**config.mk**
```make
export PLATFORM = sky130hd
export DESIGN_NAME = game_turn_sequencer_flat
export DESIGN_NICKNAME = d
export VERILOG_FILES = /design/src/rtl/game_turn_sequencer_if.sv /design/src/rtl/game_turn_sequencer.sv /design/src/flat_wrapper.sv
export SDC_FILE = /design/constraint.sdc
export NUM_CORES = 1
export LEC_CHECK = 0
export CAP_MARGIN = 5
export CORE_UTILIZATION = 25
export CTS_CLUSTER_DIAMETER = 60
export CTS_CLUSTER_SIZE = 16
export DETAILED_ROUTE_END_ITERATION = 7
export HOLD_SLACK_MARGIN = 0.05
export PLACE_DENSITY = 0.55
export SYNTH_ARGS = -nofsm -noshare
export SYNTH_HDL_FRONTEND = slang
export SYNTH_SLANG_ARGS = --single-unit
```
**constraint.sdc**
```tcl
create_clock -name clk -period 4.6 [get_ports clk]
set_input_delay 0.69 -clock clk [delete_from_list [all_inputs] [get_ports clk]]
set_output_delay 0.69 -clock clk [all_outputs]
set_load 0.03 [all_outputs]
```
**src/rtl/game_turn_sequencer_if.sv**
```systemverilog
// ---------------------------------------------------------------------------
// game_turn_sequencer_if
// Purpose : request/acknowledge link between the turn sequencer and the
//           multi-cycle AI move engine.
// Signals :
//   ai_req    sequencer -> engine  level request, held until ai_ack
//   ai_board  sequencer -> engine  18-bit board snapshot, stable while ai_req=1
//   ai_ack    engine -> sequencer  one-cycle pulse, ai_pos valid in that cycle
//   ai_pos    engine -> sequencer  chosen cell index
// Handshake: ai_req rises with a board snapshot and stays high (snapshot
//   frozen) until the engine pulses ai_ack for exactly one cycle; the
//   sequencer samples ai_pos on that edge and drops ai_req at the same edge.
//   An ai_ack while ai_req is low carries no meaning and is ignored.
// Modports: master = sequencer side, slave = engine side.
// ---------------------------------------------------------------------------
interface game_turn_sequencer_if;
  logic        ai_req;
  logic [17:0] ai_board;
  logic        ai_ack;
  logic [3:0]  ai_pos;

  modport master (output ai_req, output ai_board, input ai_ack, input ai_pos);
  modport slave  (input ai_req, input ai_board, output ai_ack, output ai_pos);
endinterface

```
**src/rtl/game_turn_sequencer.sv**
```systemverilog
// ---------------------------------------------------------------------------
// game_turn_sequencer
// Purpose : tic-tac-toe turn sequencer. Owns the board register and result
//           LEDs, accepts player moves, hands the board to the AI engine,
//           writes both moves and evaluates win/draw after each one.
// Ports   :
//   clk, rst_n   clock, asynchronous active-low reset
//   new_game     one-cycle synchronous clear of the game (highest priority)
//   move_stb     one-cycle player move request, move_pos sampled with it
//   ai           AI engine link (game_turn_sequencer_if.master)
//   board        cell i = board[2i+1:2i], 00 empty
//   result       00 in play, 01 player won, 10 AI won, 11 draw
//   busy         high in every state except WAIT_P
//   illegal      one-cycle pulse after a rejected player move
//   led          {draw, AI won, player won}, follows the latched result
//   state_dbg    current FSM state encoding
// Config  : define AI_TIMEOUT_EN to add an AI watchdog of TIMEOUT_CYCLES
//           clocks; on expiry the AI move falls back to the lowest empty cell.
// ---------------------------------------------------------------------------
module game_turn_sequencer #(
  parameter logic [1:0]  PLAYER_CODE    = 2'b01,
  parameter logic [1:0]  AI_CODE        = 2'b10,
  parameter int unsigned TIMEOUT_CYCLES = 1_000_000
) (
  input  logic                         clk,
  input  logic                         rst_n,
  input  logic                         new_game,
  input  logic                         move_stb,
  input  logic [3:0]                   move_pos,
  game_turn_sequencer_if.master        ai,
  output logic [17:0]                  board,
  output logic [1:0]                   result,
  output logic                         busy,
  output logic                         illegal,
  output logic [2:0]                   led,
  output logic [2:0]                   state_dbg
);

  typedef enum logic [2:0] {WAIT_P, CHK_P, AI_REQ, AI_WR, CHK_A, OVER} state_e;

  // The eight winning lines as cell-index triples.
  localparam int LINE_A [8] = '{0, 3, 6, 0, 1, 2, 0, 2};
  localparam int LINE_B [8] = '{1, 4, 7, 3, 4, 5, 4, 4};
  localparam int LINE_C [8] = '{2, 5, 8, 6, 7, 8, 8, 6};

  state_e      state_q, state_d;
  logic [17:0] board_q, board_d;
  logic [17:0] ai_board_q, ai_board_d;
  logic [1:0]  result_q, result_d;
  logic        ai_req_q, ai_req_d;
  logic        illegal_q, illegal_d;
  logic [3:0]  ai_pos_q, ai_pos_d;

  logic [1:0]  win_code;
  logic        board_full;
  logic [3:0]  first_empty;
  logic [1:0]  eval_result;
  logic        ai_timeout;

  // Cell read/write by a runtime index; indices above 8 read as empty and
  // write nothing, so callers must range-check first.
  function automatic logic [1:0] cell_at(input logic [17:0] b, input logic [3:0] idx);
    logic [1:0] v;
    v = 2'b00;
    for (int i = 0; i < 9; i++) if (idx == 4'(i)) v = b[2*i +: 2];
    return v;
  endfunction

  function automatic logic [17:0] set_cell(input logic [17:0] b, input logic [3:0] idx,
                                           input logic [1:0] code);
    logic [17:0] r;
    r = b;
    for (int i = 0; i < 9; i++) if (idx == 4'(i)) r[2*i +: 2] = code;
    return r;
  endfunction

  // Board evaluation; a line win takes precedence over a full board.
  always_comb begin
    win_code    = 2'b00;
    board_full  = 1'b1;
    first_empty = 4'hF;
    for (int l = 0; l < 8; l++) begin
      if (board_q[2*LINE_A[l] +: 2] != 2'b00 &&
          board_q[2*LINE_A[l] +: 2] == board_q[2*LINE_B[l] +: 2] &&
          board_q[2*LINE_A[l] +: 2] == board_q[2*LINE_C[l] +: 2])
        win_code = board_q[2*LINE_A[l] +: 2];
    end
    // Descending scan so the last hit is the lowest empty index.
    for (int i = 8; i >= 0; i--) begin
      if (board_q[2*i +: 2] == 2'b00) begin
        board_full  = 1'b0;
        first_empty = 4'(i);
      end
    end
    if (win_code == PLAYER_CODE)  eval_result = 2'b01;
    else if (win_code != 2'b00)   eval_result = 2'b10;
    else if (board_full)          eval_result = 2'b11;
    else                          eval_result = 2'b00;
  end

`ifdef AI_TIMEOUT_EN
  localparam int CNT_W = $clog2(TIMEOUT_CYCLES + 1);
  logic [CNT_W-1:0] to_cnt_q, to_cnt_d;

  assign ai_timeout = (state_q == AI_REQ) && (to_cnt_q == CNT_W'(TIMEOUT_CYCLES - 1));
  // Zero outside AI_REQ, so every entry starts a fresh count.
  assign to_cnt_d   = (state_q == AI_REQ && state_d == AI_REQ) ? to_cnt_q + 1'b1 : '0;

  always_ff @(posedge clk or negedge rst_n) begin
    if (!rst_n) to_cnt_q <= '0;
    else        to_cnt_q <= to_cnt_d;
  end
`else
  logic unused_timeout_cfg;
  assign unused_timeout_cfg = (TIMEOUT_CYCLES == 0);
  assign ai_timeout         = 1'b0;
`endif

  always_comb begin
    state_d    = state_q;
    board_d    = board_q;
    ai_board_d = ai_board_q;
    result_d   = result_q;
    ai_req_d   = ai_req_q;
    ai_pos_d   = ai_pos_q;
    illegal_d  = 1'b0;
    if (new_game) begin
      state_d    = WAIT_P;
      board_d    = '0;
      ai_board_d = '0;
      result_d   = 2'b00;
      ai_req_d   = 1'b0;
      ai_pos_d   = '0;
    end else begin
      case (state_q)
        WAIT_P: begin
          if (move_stb) begin
            if (move_pos > 4'd8 || cell_at(board_q, move_pos) != 2'b00) begin
              illegal_d = 1'b1;
            end else begin
              board_d = set_cell(board_q, move_pos, PLAYER_CODE);
              state_d = CHK_P;
            end
          end
        end
        CHK_P, CHK_A: begin
          if (eval_result != 2'b00) begin
            result_d = eval_result;
            state_d  = OVER;
          end else if (state_q == CHK_P) begin
            ai_board_d = board_q;
            ai_req_d   = 1'b1;
            state_d    = AI_REQ;
          end else begin
            state_d = WAIT_P;
          end
        end
        AI_REQ: begin
          if (ai.ai_ack) begin
            ai_pos_d = ai.ai_pos;
            ai_req_d = 1'b0;
            state_d  = AI_WR;
          end else if (ai_timeout) begin
            ai_pos_d = 4'hF;  // out of range forces the fallback cell
            ai_req_d = 1'b0;
            state_d  = AI_WR;
          end
        end
        AI_WR: begin
          if (ai_pos_q > 4'd8 || cell_at(board_q, ai_pos_q) != 2'b00)
            board_d = set_cell(board_q, first_empty, AI_CODE);
          else
            board_d = set_cell(board_q, ai_pos_q, AI_CODE);
          state_d = CHK_A;
        end
        OVER:    state_d = OVER;
        default: state_d = WAIT_P;
      endcase
    end
  end

  always_ff @(posedge clk or negedge rst_n) begin
    if (!rst_n) begin
      state_q    <= WAIT_P;
      board_q    <= '0;
      ai_board_q <= '0;
      result_q   <= 2'b00;
      ai_req_q   <= 1'b0;
      ai_pos_q   <= '0;
      illegal_q  <= 1'b0;
    end else begin
      state_q    <= state_d;
      board_q    <= board_d;
      ai_board_q <= ai_board_d;
      result_q   <= result_d;
      ai_req_q   <= ai_req_d;
      ai_pos_q   <= ai_pos_d;
      illegal_q  <= illegal_d;
    end
  end

  assign ai.ai_req   = ai_req_q;
  assign ai.ai_board = ai_board_q;
  assign board       = board_q;
  assign result      = result_q;
  assign illegal     = illegal_q;
  assign busy        = (state_q != WAIT_P);
  assign led         = {result_q == 2'b11, result_q == 2'b10, result_q == 2'b01};
  assign state_dbg   = state_q;

endmodule

```
**src/flat_wrapper.sv**
```systemverilog
// flat-port wrapper written by rule: the top's interface ports become plain ports
module game_turn_sequencer_flat 
#(
  parameter logic [1:0]  PLAYER_CODE    = 2'b01,
  parameter logic [1:0]  AI_CODE        = 2'b10,
  parameter int unsigned TIMEOUT_CYCLES = 1_000_000
)
  (clk, rst_n, new_game, move_stb, move_pos, board, result, busy, illegal, led, state_dbg, ai_ai_req, ai_ai_board, ai_ai_ack, ai_ai_pos);
  game_turn_sequencer_if ai_i ();
  input  logic clk;
  input  logic rst_n;
  input  logic new_game;
  input  logic move_stb;
  input  logic [3:0] move_pos;
  output logic [17:0] board;
  output logic [1:0] result;
  output logic busy;
  output logic illegal;
  output logic [2:0] led;
  output logic [2:0] state_dbg;
  output wire logic [$bits(ai_i.ai_req)-1:0] ai_ai_req;
  output wire logic [$bits(ai_i.ai_board)-1:0] ai_ai_board;
  input wire logic [$bits(ai_i.ai_ack)-1:0] ai_ai_ack;
  input wire logic [$bits(ai_i.ai_pos)-1:0] ai_ai_pos;
  assign ai_ai_req = ai_i.ai_req;
  assign ai_ai_board = ai_i.ai_board;
  assign ai_i.ai_ack = ai_ai_ack;
  assign ai_i.ai_pos = ai_ai_pos;
  game_turn_sequencer #(.PLAYER_CODE(PLAYER_CODE), .AI_CODE(AI_CODE), .TIMEOUT_CYCLES(TIMEOUT_CYCLES)) u_core (.clk(clk), .rst_n(rst_n), .new_game(new_game), .move_stb(move_stb), .move_pos(move_pos), .ai(ai_i), .board(board), .result(result), .busy(busy), .illegal(illegal), .led(led), .state_dbg(state_dbg));
endmodule
```
---- Word-level counts from Yosys, hierarchy flattened ----
Cells that the tools add are included.
cells by class
  eq/ne operators ......................... 82
  muxes and demuxes ....................... 110
  reductions and logical operators ........ 63
  $lt $le $gt $ge ......................... 2
operator list
  cell                number
  $mux 18             8
  $mux 2              65
  $reduce_and 6->1    9
  $eq 4x3->1 const B  12
  $mux 4              11
  $ne 4x2->1 const B  9
  $ne 4x4->1 const B  9
  $pmux 18 s2         1
  $eq 2x2->1          16
  $ne 3x2->1 const B  10
  $reduce_bool 2->1   14
  $eq 4x2->1 const B  6
  $logic_not 2->1     9
  $mux 3              6
  $mux 1              17
  $logic_and 1x1->1   16
  $pmux 3 s5          1
  $eq 4x1->1 const B  3
  $eq 4x4->1 const B  3
  $logic_not 4->1     3
  $ne 3x3->1 const B  4
  $reduce_bool 3->1   3
  $gt 4x4->1 const B  2
  $eq 3x2->1 const B  2
  other kinds (12)    18
word-level totals
  flip-flop bits (word level) ............. 47
  output and inout port bits .............. 47

---- Logic depth before layout (Yosys ltp) ----
  word-level depth ........................ 19
  gate-level depth with buffers ........... 10
  depth with buffers taken out ............ 7

---- Least setup slack after synthesis ----
Ideal clock, no wire load.
  path kind ............................... flip-flop to flip-flop
  start point ............................. reg u_core.board_q[17], in the netlist u_core.board[17]
  end point ............................... reg u_core.ai_board_q[2], in the netlist u_core.ai.ai_board[2]
  path slack .............................. 2.150 ns
  data required time ...................... 4.476 ns
  clock period less this slack ............ 2.450 ns
  cell stages (with the launch flop) ...... 11
  library setup time ...................... 0.124 ns
  data arrival time ....................... 2.326 ns
  path through ............................ dfrtp_1 > buf_6 > nand2b_4 > or4_4 > and4_4 > a32oi_1 > o21a_2 > and4b_1 > buf_6 > buf_12 > mux2i_1
on the way
  cells in the longest elaborated chain, start to end .. 16
  elaborated cells between the ends (all ways) .. 30
  those cells by class .................... eq/ne: 5; mux: 18; reduce/logical: 7
ends and longest elaborated chain
  what                            RTL line                    text
  start: declaration              game_turn_sequencer.sv:47   logic [17:0] board_q, board_d;
  start signal: assignment        game_turn_sequencer.sv:193  board_q <= board_d;
  $logic_not 2->1                 game_turn_sequencer.sv:90   if (board_q[2*i +: 2] == 2'b00) begin
  $mux 1 (9 in series)            game_turn_sequencer.sv:90
  $mux 2                          game_turn_sequencer.sv:97   else if (board_full) eval_result = 2'b11;
  $mux 2                          game_turn_sequencer.sv:96   else if (win_code != 2'b00) eval_result = 2'b10;
  $mux 2 (*)                      game_turn_sequencer.sv:95   if (win_code == PLAYER_CODE) eval_result = 2'b01;
  $reduce_bool 2->1 (*)           game_turn_sequencer.sv:147  if (eval_result != 2'b00) begin
  $ne 2x2->1 (no line) (*)        n/a
  $reduce_and 3->1 (no line) (*)  n/a
  end signal: assignment          game_turn_sequencer.sv:194  ai_board_q <= ai_board_d;
  end: declaration                game_turn_sequencer.sv:48   logic [17:0] ai_board_q, ai_board_d;
Every way passes the cells marked *; elsewhere a longest branch is shown, timed or not.
A chain may end at the register's enable or synchronous reset.

---- Worst setup path after layout ----
  start point ............................. reg u_core.board_q[9], in the netlist u_core.board[9]
  end point ............................... reg u_core.ai_board_q[13], in the netlist u_core.ai.ai_board[13]
on the way
  cells in the longest elaborated chain, start to end .. 16
  elaborated cells between the ends (all ways) .. 33
  those cells by class .................... eq/ne: 6; mux: 15; reduce/logical: 12
ends and longest elaborated chain
  what                            RTL line                    text
  $eq 2x2->1                      game_turn_sequencer.sv:84   board_q[2*LINE_A[l] +: 2] == board_q[2*LINE_B[l] +: 2] &&
  $logic_and 1x1->1               game_turn_sequencer.sv:83   if (board_q[2*LINE_A[l] +: 2] != 2'b00 &&
  $logic_and 1x1->1               game_turn_sequencer.sv:84
  $mux 2 (7 in series)            game_turn_sequencer.sv:83
  $reduce_bool 2->1               game_turn_sequencer.sv:96
  $mux 2                          game_turn_sequencer.sv:96
  $mux 2 (*)                      game_turn_sequencer.sv:95
  $reduce_bool 2->1 (*)           game_turn_sequencer.sv:147
  $ne 2x2->1 (no line) (*)        n/a
  $reduce_and 3->1 (no line) (*)  n/a
Marked as above.

==> run metrics <==
async set or reset register ratio after synthesis 100.0%; Max Freq 0.3158 GHz; # clock sinks 47; Syn Area/Cell 8.216 um2; CP Max Fanout 15; Routed Wire Length 10.08 mm; first-pass GRT wire length 16.20 mm; CTS max path bufs 2; max incr delay on CP 850 ps; hold crit path type register to register; Final nets 435; CP Capture Type register; minimum clock period after layout 3167 ps; Post-Syn Nets 396; GRT Total Usage 15.82%; vias 3228; # IOs 60; Syn-to-layout area delta 25.57%; skew final 6.806 ps; Worst VDD drop 0.1574 mV; DRT Pass-1 Iters 7; Fill cells 1258; Worst-Margin Slew 1103 ps; critical path class register to register; drt wl/cell 17.05 um; Mapped Cells 383; Root Driver clkbuf_16; Vias per Instance 5.462; Mapped Area 3147 um2; width of the die 114.2 um; RSZ-0062 raised after global routing false; Final setup violation count 0; Final period util 68.84%; slew margin rel. 26.49%; CTS H-tree depth 2; largest net degree at the start of global routing 48; post-cts gate resize count 0; Layout Utilization 32.49%; later-pin clock latency in the skew report 300 ps; WHS 539.7 ps; input/output buffers 59; commonest non-fill, non-tap cells in the layout clkdlybuf4s50_1, nand2_1, dfrtp_1; Placed Cells 583; row count 40; full die area 13040 um2; Yosys cell types 63; Max-Cap Viols 0; dominant synthesized flop cell dfrtp_1; most common cell after layout, fill and taps aside clkdlybuf4s50_1; # Post-CTS Setup Buffers 0; CP Buf/Inv Count 0; setup total negative slack 0 ps; sequential fraction of the synthesis area 37.38%; Pwr per Cell Area 346.9 nW/um2; CTS Buf Count 5; Setup crit start kind register; Hold Buf Count CTS 0; top cells by area in the synthesized netlist dfrtp_1, mux2i_1, nand2_1, o21ai_0, a21oi_1; Pleak 1.529 nW; Die Y-Extent 114.2 um; Syn. warnings 0; most area-hungry cell type in the Yosys netlist dfrtp_1; 1st-iter DRT viols 311; Antenna Cells 0; CP required 4810 ps; hold wc startpoint u_core.ai.ai_board[10]$_DFFE_PN0P_; core area 12160 um2; launch point of the worst path u_core.board[9]$_DFFE_PN0P_; initial antenna violation count 0; RR Startpoint u_core.board[9]$_DFFE_PN0P_; critical path's slowest cell and4b_1; HPWL after DPL 7.109 mm; Synth Register Bits 47; Placement Setup Slack 1307 ps; delay-heaviest family, CP simple AND/OR/NAND/NOR gates; remaining routing DRC violations 0; final hold vios 0; routability cong. 0.9281; global route overflow 0; Layout Cells excl Fill 591; setup ws final 1433 ps; reg-to-reg setup timing slack 1430 ps; share of cells above drive strength 1 4.728%; antenna viol nets, final 0; starting density of the core 25.87%; vias in the first global route 3043; critical path, cell by cell nor2b_1, nand4_1, a31oi_1, o211ai_1, a21oi_1, and4b_1, mux2i_1; clock transition at the registers of the reported paths 70 ps; Post-synth EDFFs 0; Synth top area share 37.38%; status finished, final reports clean; CTS tree yes; final slew viol count 0; CP Data Arrival Time 3380 ps
synthesized netlist by cell type (4+ instances only):
cell type,number
nor2b_1,6
a21oi_1,24
inv_1,7
or3_1,7
nand2_1,52
nand2b_1,4
dfrtp_1,47
buf_2,9
nor2_1,32
a31oi_1,6
nand3_1,9
clkbuf_1,15
nand4_1,4
o211ai_1,7
o21ai_0,29
mux2i_1,22
and3_1,10
nor3_1,23
logic make-up (layout without fill, tap and decap cells):
kind of cell	Yosys count	in the layout	share of synthesized area, %
AND/OR/NAND/NOR	171	171	27.55
AO/OA/AOI/OAI	106	106	21.95
flip-flops	47	47	37.38
multiplexers	23	23	7.356
buffers and inverters	36	76	5.765
where the power goes:
part / switching, mW / internal [mW] / total, mW / leakage, nW
sequential: 0.0921 / 0.445 / 0.537 / 0.641
combinational: 0.266 / 0.179 / 0.445 / 0.816
clock: 0.181 / 0.208 / 0.389 / 0.0723
sequential cells by signal, summed over array words and instances (netlist names):
register,cells
u_core.illegal,1
u_core.ai.ai_board,18
u_core.ai.ai_req,1
u_core.result,2
u_core.state_dbg,3
u_core.board,18
u_core.ai_pos_q,4
routing by layer:
metal	GRT usage, %	vias to the layer above	part of all wire [%]
met5	0	-	0
met4	5.801	0	2.0
met3	2.276	18	5.8
met2	25.21	139	45
met1	21.72	1572	47
li1	-	1499	-
through the flow:
step	instance area (um2)	total power, mW
CTS	3951	1.378
global placement	3799	0.9843
detailed placement	3799	0.9853
finish	3951	1.371
floorplan	3147	0.8291
global route	3951	1.443
tightest hold or removal path, delay by kind of cell (launching register included):
kind	cells	cell delay, ps
flops	1	380
mux	1	60
simple gates	1	70
final cells by class:
class / instances / area [um2] / area share, %
multi-input cells: 300 / 1789 / 45.28
flip-flops and latches: 47 / 1176 / 29.77
repair buffers: 60 / 593.1 / 15.01
well taps: 168 / 210.2 / 5.320
clock buffers: 5 / 125.1 / 3.167
inverters: 8 / 30.03 / 0.7600
clock inverters: 3 / 27.53 / 0.6966
worst paths after layout:
path / endpoint / cells past startpoint
min in group asynchronous: u_core.ai.ai_req$_DFFE_PN0P_ / 1
worst min register to register: u_core.ai.ai_board[10]$_DFFE_PN0P_ / 2
max in group asynchronous: u_core.board[5]$_DFFE_PN0P_ / 1
worst min-delay path: u_core.ai.ai_board[10]$_DFFE_PN0P_ / 2
worst max-delay path: u_core.ai.ai_board[13]$_DFFE_PN0P_ / 7
worst max register to register: u_core.ai.ai_board[13]$_DFFE_PN0P_ / 7
(Power assumes the default switching activity.)
==> edit 1: new RTL, config.mk and constraints unchanged <==
Build with the macro `AI_TIMEOUT_EN` defined.
--- a/src/rtl/game_turn_sequencer.sv
+++ b/src/rtl/game_turn_sequencer.sv
@@ -17,6 +17,8 @@
 // Config  : define AI_TIMEOUT_EN to add an AI watchdog of TIMEOUT_CYCLES
 //           clocks; on expiry the AI move falls back to the lowest empty cell.
 // ---------------------------------------------------------------------------
+`define AI_TIMEOUT_EN
+
 module game_turn_sequencer #(
   parameter logic [1:0]  PLAYER_CODE    = 2'b01,
   parameter logic [1:0]  AI_CODE        = 2'b10,
Formal check against the unedited RTL: same outputs for any inputs over 4 cycles, from zero or initial values and one cycle with rst_n low; that may be too few to reach the edited logic, so the function may still have changed.
==> edit 1 against the unedited design <==
Combinational power is 42% lower; design area is 32% higher; wire length is 27% higher; sequential cell count is 20 higher; setup slack worse by 0.15 ns; clock skew hardly changed; cell count is 26% higher; area after synthesis is 37% higher; power is 18% higher; highest routed layer unchanged.
==> edit 1: results (changes against the unedited design) <==
Clock tree
  – Clk Latency, worst-skew pair: 0.34 ns (+0.04 ns)
  – H-tree depth: 3 (+1)
  – CTS buffer count: 9 (+4)

Setup path
  – Reg2Reg Launch Point: u_core.board[8]$_DFFE_PN0P_
  – R2r endpoint: u_core.ai.ai_board[11]$_DFFE_PN0P_
  – FF-to-FF setup slack: 1.28 ns (-0.15 ns)
  – Worst path max stage delay: 0.89 ns (+0.04 ns)
  – R2R depth: 8 (+1)

Drt
  – Met3 wire length: 872 microns (+49%)
  – Wire per inst: 17.1 microns (+0.57%)
  – Met2 routed WL: 5.86 mm (+28%)
  – M1 WL: 5.88 mm (+24%)

Global routing
  – Met2 Use GR: 23.5% (-1.7 points)
  – Global Route Usage Sum: 15.1% (-0.67 points)
  – Met1 usage: 20.2% (-1.5 points)
  – Vias in the first global route: 3771 (+24%)
  – First-pass GRT wire length: 20.9 mm (+29%)
  – Routing usage on met3: 4.98% (+2.7 points)

Yosys
  – Commonest cells post-synth: dfrtp_1, nor2_1, nand2_1
  – Yosys cell types: 67 (+6.3%)
  – Synth area leaders: dfrtp_1, nor2_1, mux2i_1

Placed design
  – Post-DP HPWL: 9.02 mm (+27%)
  – Routability Congestion: 0.851 (-8.3%)

Cells and area
  – Nets: 534 (+23%)
  – Proportion of layout cells with a drive suffix above 1: 6.30% (+1.6 points)

Power
  – Leakage power: 2.08 nW (+36%)
  – VDD IR max: 0.162 mV (+3.0%)

Worst hold path
  – Hold WC Path Type: primary input to asynchronous set/reset pin

Outcome
  – Outcome: complete, no violations

Timing
  – Least-Margin Pin Slew: 1.06 ns (-0.0435 ns)
## edit 1: changes by cell type in the layout (fill, tap and decap cells not counted), sizes merged, moves of 11 or more
| cell | change |
|---|---|
| nor2 | +28 |
| xor2 | +13 |
| o21ai | -11 |
| nand2 | -15 |
| and3 | +16 |
| nand2b | +15 |
| dfrtp | +20 |
## edit 1: where the power goes
| part | leakage, nW | switching, mW | internal [mW] |
|---|---|---|---|
| Sequential | 0.932 | 0.0389 | 0.604 |
| Combinational | 0.996 | 0.161 | 0.0957 |
| Clock | 0.155 | 0.247 | 0.476 |
## edit 1: area by class of cell
type | count | area (sq um) | share of cell area, %
multi-input cells | 366 | 2300 | 44.0
flip-flops and latches | 67 | 1680 | 32.1
repair buffers | 62 | 608 | 11.6
clock buffers | 14 | 284 | 5.43
well taps | 220 | 275 | 5.27
inverters | 14 | 52.6 | 1.01
clock inverters | 1 | 30.0 | 0.575
## edit 1: kinds of logic (layout without fill, tap and decap cells)
family / count (synthesis) / count (layout) / synth area share, %
AO/OA/AOI/OAI: 99 / 99 / 16.5
XOR/XNOR: 19 / 19 / 3.87
adder cells (fa/ha/maj): 1 / 1 / 0.291
buffers and inverters: 52 / 91 / 7.59
flip-flops: 67 / 67 / 39.0
multiplexers: 19 / 19 / 4.71
AND/OR/NAND/NOR: 228 / 228 / 28.0
## edit 1: per-stage QoR
stage / util [%] / instances / hold slack [ns] / area (sq um)
after global routing: 31.3 / 744 / 0.512 / 5230
final: 31.3 / 744 / 0.459 / 5230
after global placement: 29.4 / 729 / 0.465 / 4910
after CTS: 31.3 / 744 / 0.471 / 5230
after detailed placement: 29.4 / 729 / 0.473 / 4910
after floorplan: - / 485 / 0.394 / 4300
==> edit 2: new RTL, config.mk and constraints unchanged <==
Made on the original files. Register the output `led`, with the module's reset; this adds one clock of latency there. The other outputs are not delayed to match.
--- a/src/rtl/game_turn_sequencer.sv
+++ b/src/rtl/game_turn_sequencer.sv
@@ -205,7 +205,13 @@
   assign result      = result_q;
   assign illegal     = illegal_q;
   assign busy        = (state_q != WAIT_P);
-  assign led         = {result_q == 2'b11, result_q == 2'b10, result_q == 2'b01};
+  always_ff @(posedge clk or negedge rst_n) begin
+    if (!rst_n) begin
+      led <= '0;
+    end else begin
+      led <= {result_q == 2'b11, result_q == 2'b10, result_q == 2'b01};
+    end
+  end
   assign state_dbg   = state_q;
 
 endmodule
Behaviour: no difference found for any inputs over 4 cycles, from zero or initial values and one cycle with rst_n low; that may be too few to reach the edited logic, so the function may still have changed.
==> edit 2 against the unedited design <==
The run now ends with design-rule violations left; setup slack improved by 0.011 ns; sequential cell count rose by 3; maximum frequency rose by 0.35%; first-iteration DRC count fell by 13%; power rose by 23%; design area rose by 9.2%; wire length rose by 10%; area after synthesis rose by 12%; core utilization fell by 1.3 points; global-route usage fell by 0.075 points; non-clock buffer count rose by 4; clock power fell by 7.7%; hold slack got worse by 0.021 ns; critical path type unchanged; critical endpoint is now u_core.ai.ai_board[12]$_DFFE_PN0P_; largest power group is now combinational logic.
==> edit 2: results (changes against the unedited design) <==
Outcome
  – Outcome: finished, violations left
  – Violations in the final reports: design-rule violations

Setup path
  – Critical path destination: u_core.ai.ai_board[12]$_DFFE_PN0P_
  – Worst path max stage delay: 0.72 ns (-0.13 ns)
  – Reg2Reg Launch Point: u_core.board[5]$_DFFE_PN0P_
  – Arrival time worst endpoint: 3.31 ns (-0.07 ns)
  – CP max-delay cell: nor4_1

Drt
  – Met3 wire length: 606 microns (+3.6%)
  – DRC: 2 (+2)
  – Vias per inst: 5.28 (-3.4%)
  – Wire per inst: 17.6 microns (+3.4%)
  – M1 WL: 5.21 mm (+10%)
  – Via Count: 3324 (+3.0%)

Placed design
  – Post-DP HPWL: 8.09 mm (+14%)
  – Routability Congestion: 0.852 (-8.2%)
  – Placement Setup Slack: 1.37 ns (+0.0640 ns)

Yosys
  – Synth area leaders: dfrtp_1, nand2b_1, mux2i_1
  – Sequential cell area fraction in the yosys report: 35.5% (-1.9 points)
  – Commonest cells post-synth: dfrtp_1, nand2b_1, nor2_1
  – Synth Net Count: 426 (+7.6%)
  – Yosys cell types: 67 (+6.3%)

Timing
  – Final period util: 68.6% (-0.24 points)
  – Least-Margin Pin Slew: 1.14 ns (+0.0400 ns)
  – Worst hold slack: 0.518 ns (-0.0214 ns)

Cells and area
  – Nets: 463 (+6.4%)
  – Fillers: 1467 (+17%)

Power
  – Leakage power: 1.69 nW (+10%)
  – Int Power: 980 uW (+18%)
  – VDD IR max: 0.175 mV (+11%)

Global routing
  – Global Route Usage Sum: 15.7% (-0.075 points)
  – First-pass GRT wire length: 17.8 mm (+9.9%)
  – Pin count of the biggest net entering global routing: 55 (+15%)

Worst hold path
  – Worst hold path depth: 1 (-1)
  – Worst Hold End: u_core.led[1]$_DFF_PN0_
  – Hold_sp: u_core.result[0]$_DFFE_PN0P_

Clock tree
  – Clk Latency, worst-skew pair: 0.28 ns (-0.02 ns)
## edit 2: per-layer routing
metal / vias up / GRT usage [%]
met5: - / 0
met4: 0 / 4.17
met3: 19 / 2.31
met2: 119 / 25.4
met1: 1606 / 21.9
li1: 1580 / -
## edit 2: through the flow
stage                     utilization, %  area [sq um]  power (mW)
after floorplan                        -          3520        1.10
after global placement              30.2          4180        1.33
after global routing                31.2          4320        1.78
final                               31.2          4320        1.69
after CTS                           31.2          4320        1.70
after detailed placement            30.2          4180        1.34
## edit 2: power groups by stage
| stage | logic (mW) | clock network, mW | registers (mW) |
|---|---|---|---|
| 6_report | 0.694 | 0.359 | 0.636 |
| 5_1_grt | 0.751 | 0.381 | 0.653 |
| 4_1_cts | 0.694 | 0.366 | 0.637 |
| 3_3_place_gp | 0.690 | 0 | 0.643 |
| 2_1_floorplan | 0.455 | 0 | 0.645 |
| 3_5_place_dp | 0.692 | 0 | 0.645 |
## edit 2: layout make-up
class	count	area (sq um)	area share [%]
Timing Repair Buffer	64	623	14.4
Inverter	4	15.0	0.348
Multi-Input combinational cell	325	2060	47.8
Clock inverter	2	15.0	0.348
Clock buffer	5	125	2.90
Sequential cell	50	1250	29.0
Tap cell	180	225	5.22
## edit 2: cell families after synthesis
family | Yosys count | share of synthesized area [%]
DFF | 50 | 35.5
xor gates and xnor gates | 1 | 0.249
muxes | 22 | 6.64
and+or+nand+nor | 197 | 32.0
AOI/OAI and AO/OA | 105 | 19.7
buffers and inverters | 38 | 5.93
## edit 2: worst reg2reg max path: cells and delay by family (launching register included)
kind | cells | cell delay [ns]
multiplexers | 1 | 0.20
flip-flops | 1 | 0.61
AND/OR/NAND/NOR | 6 | 2.22
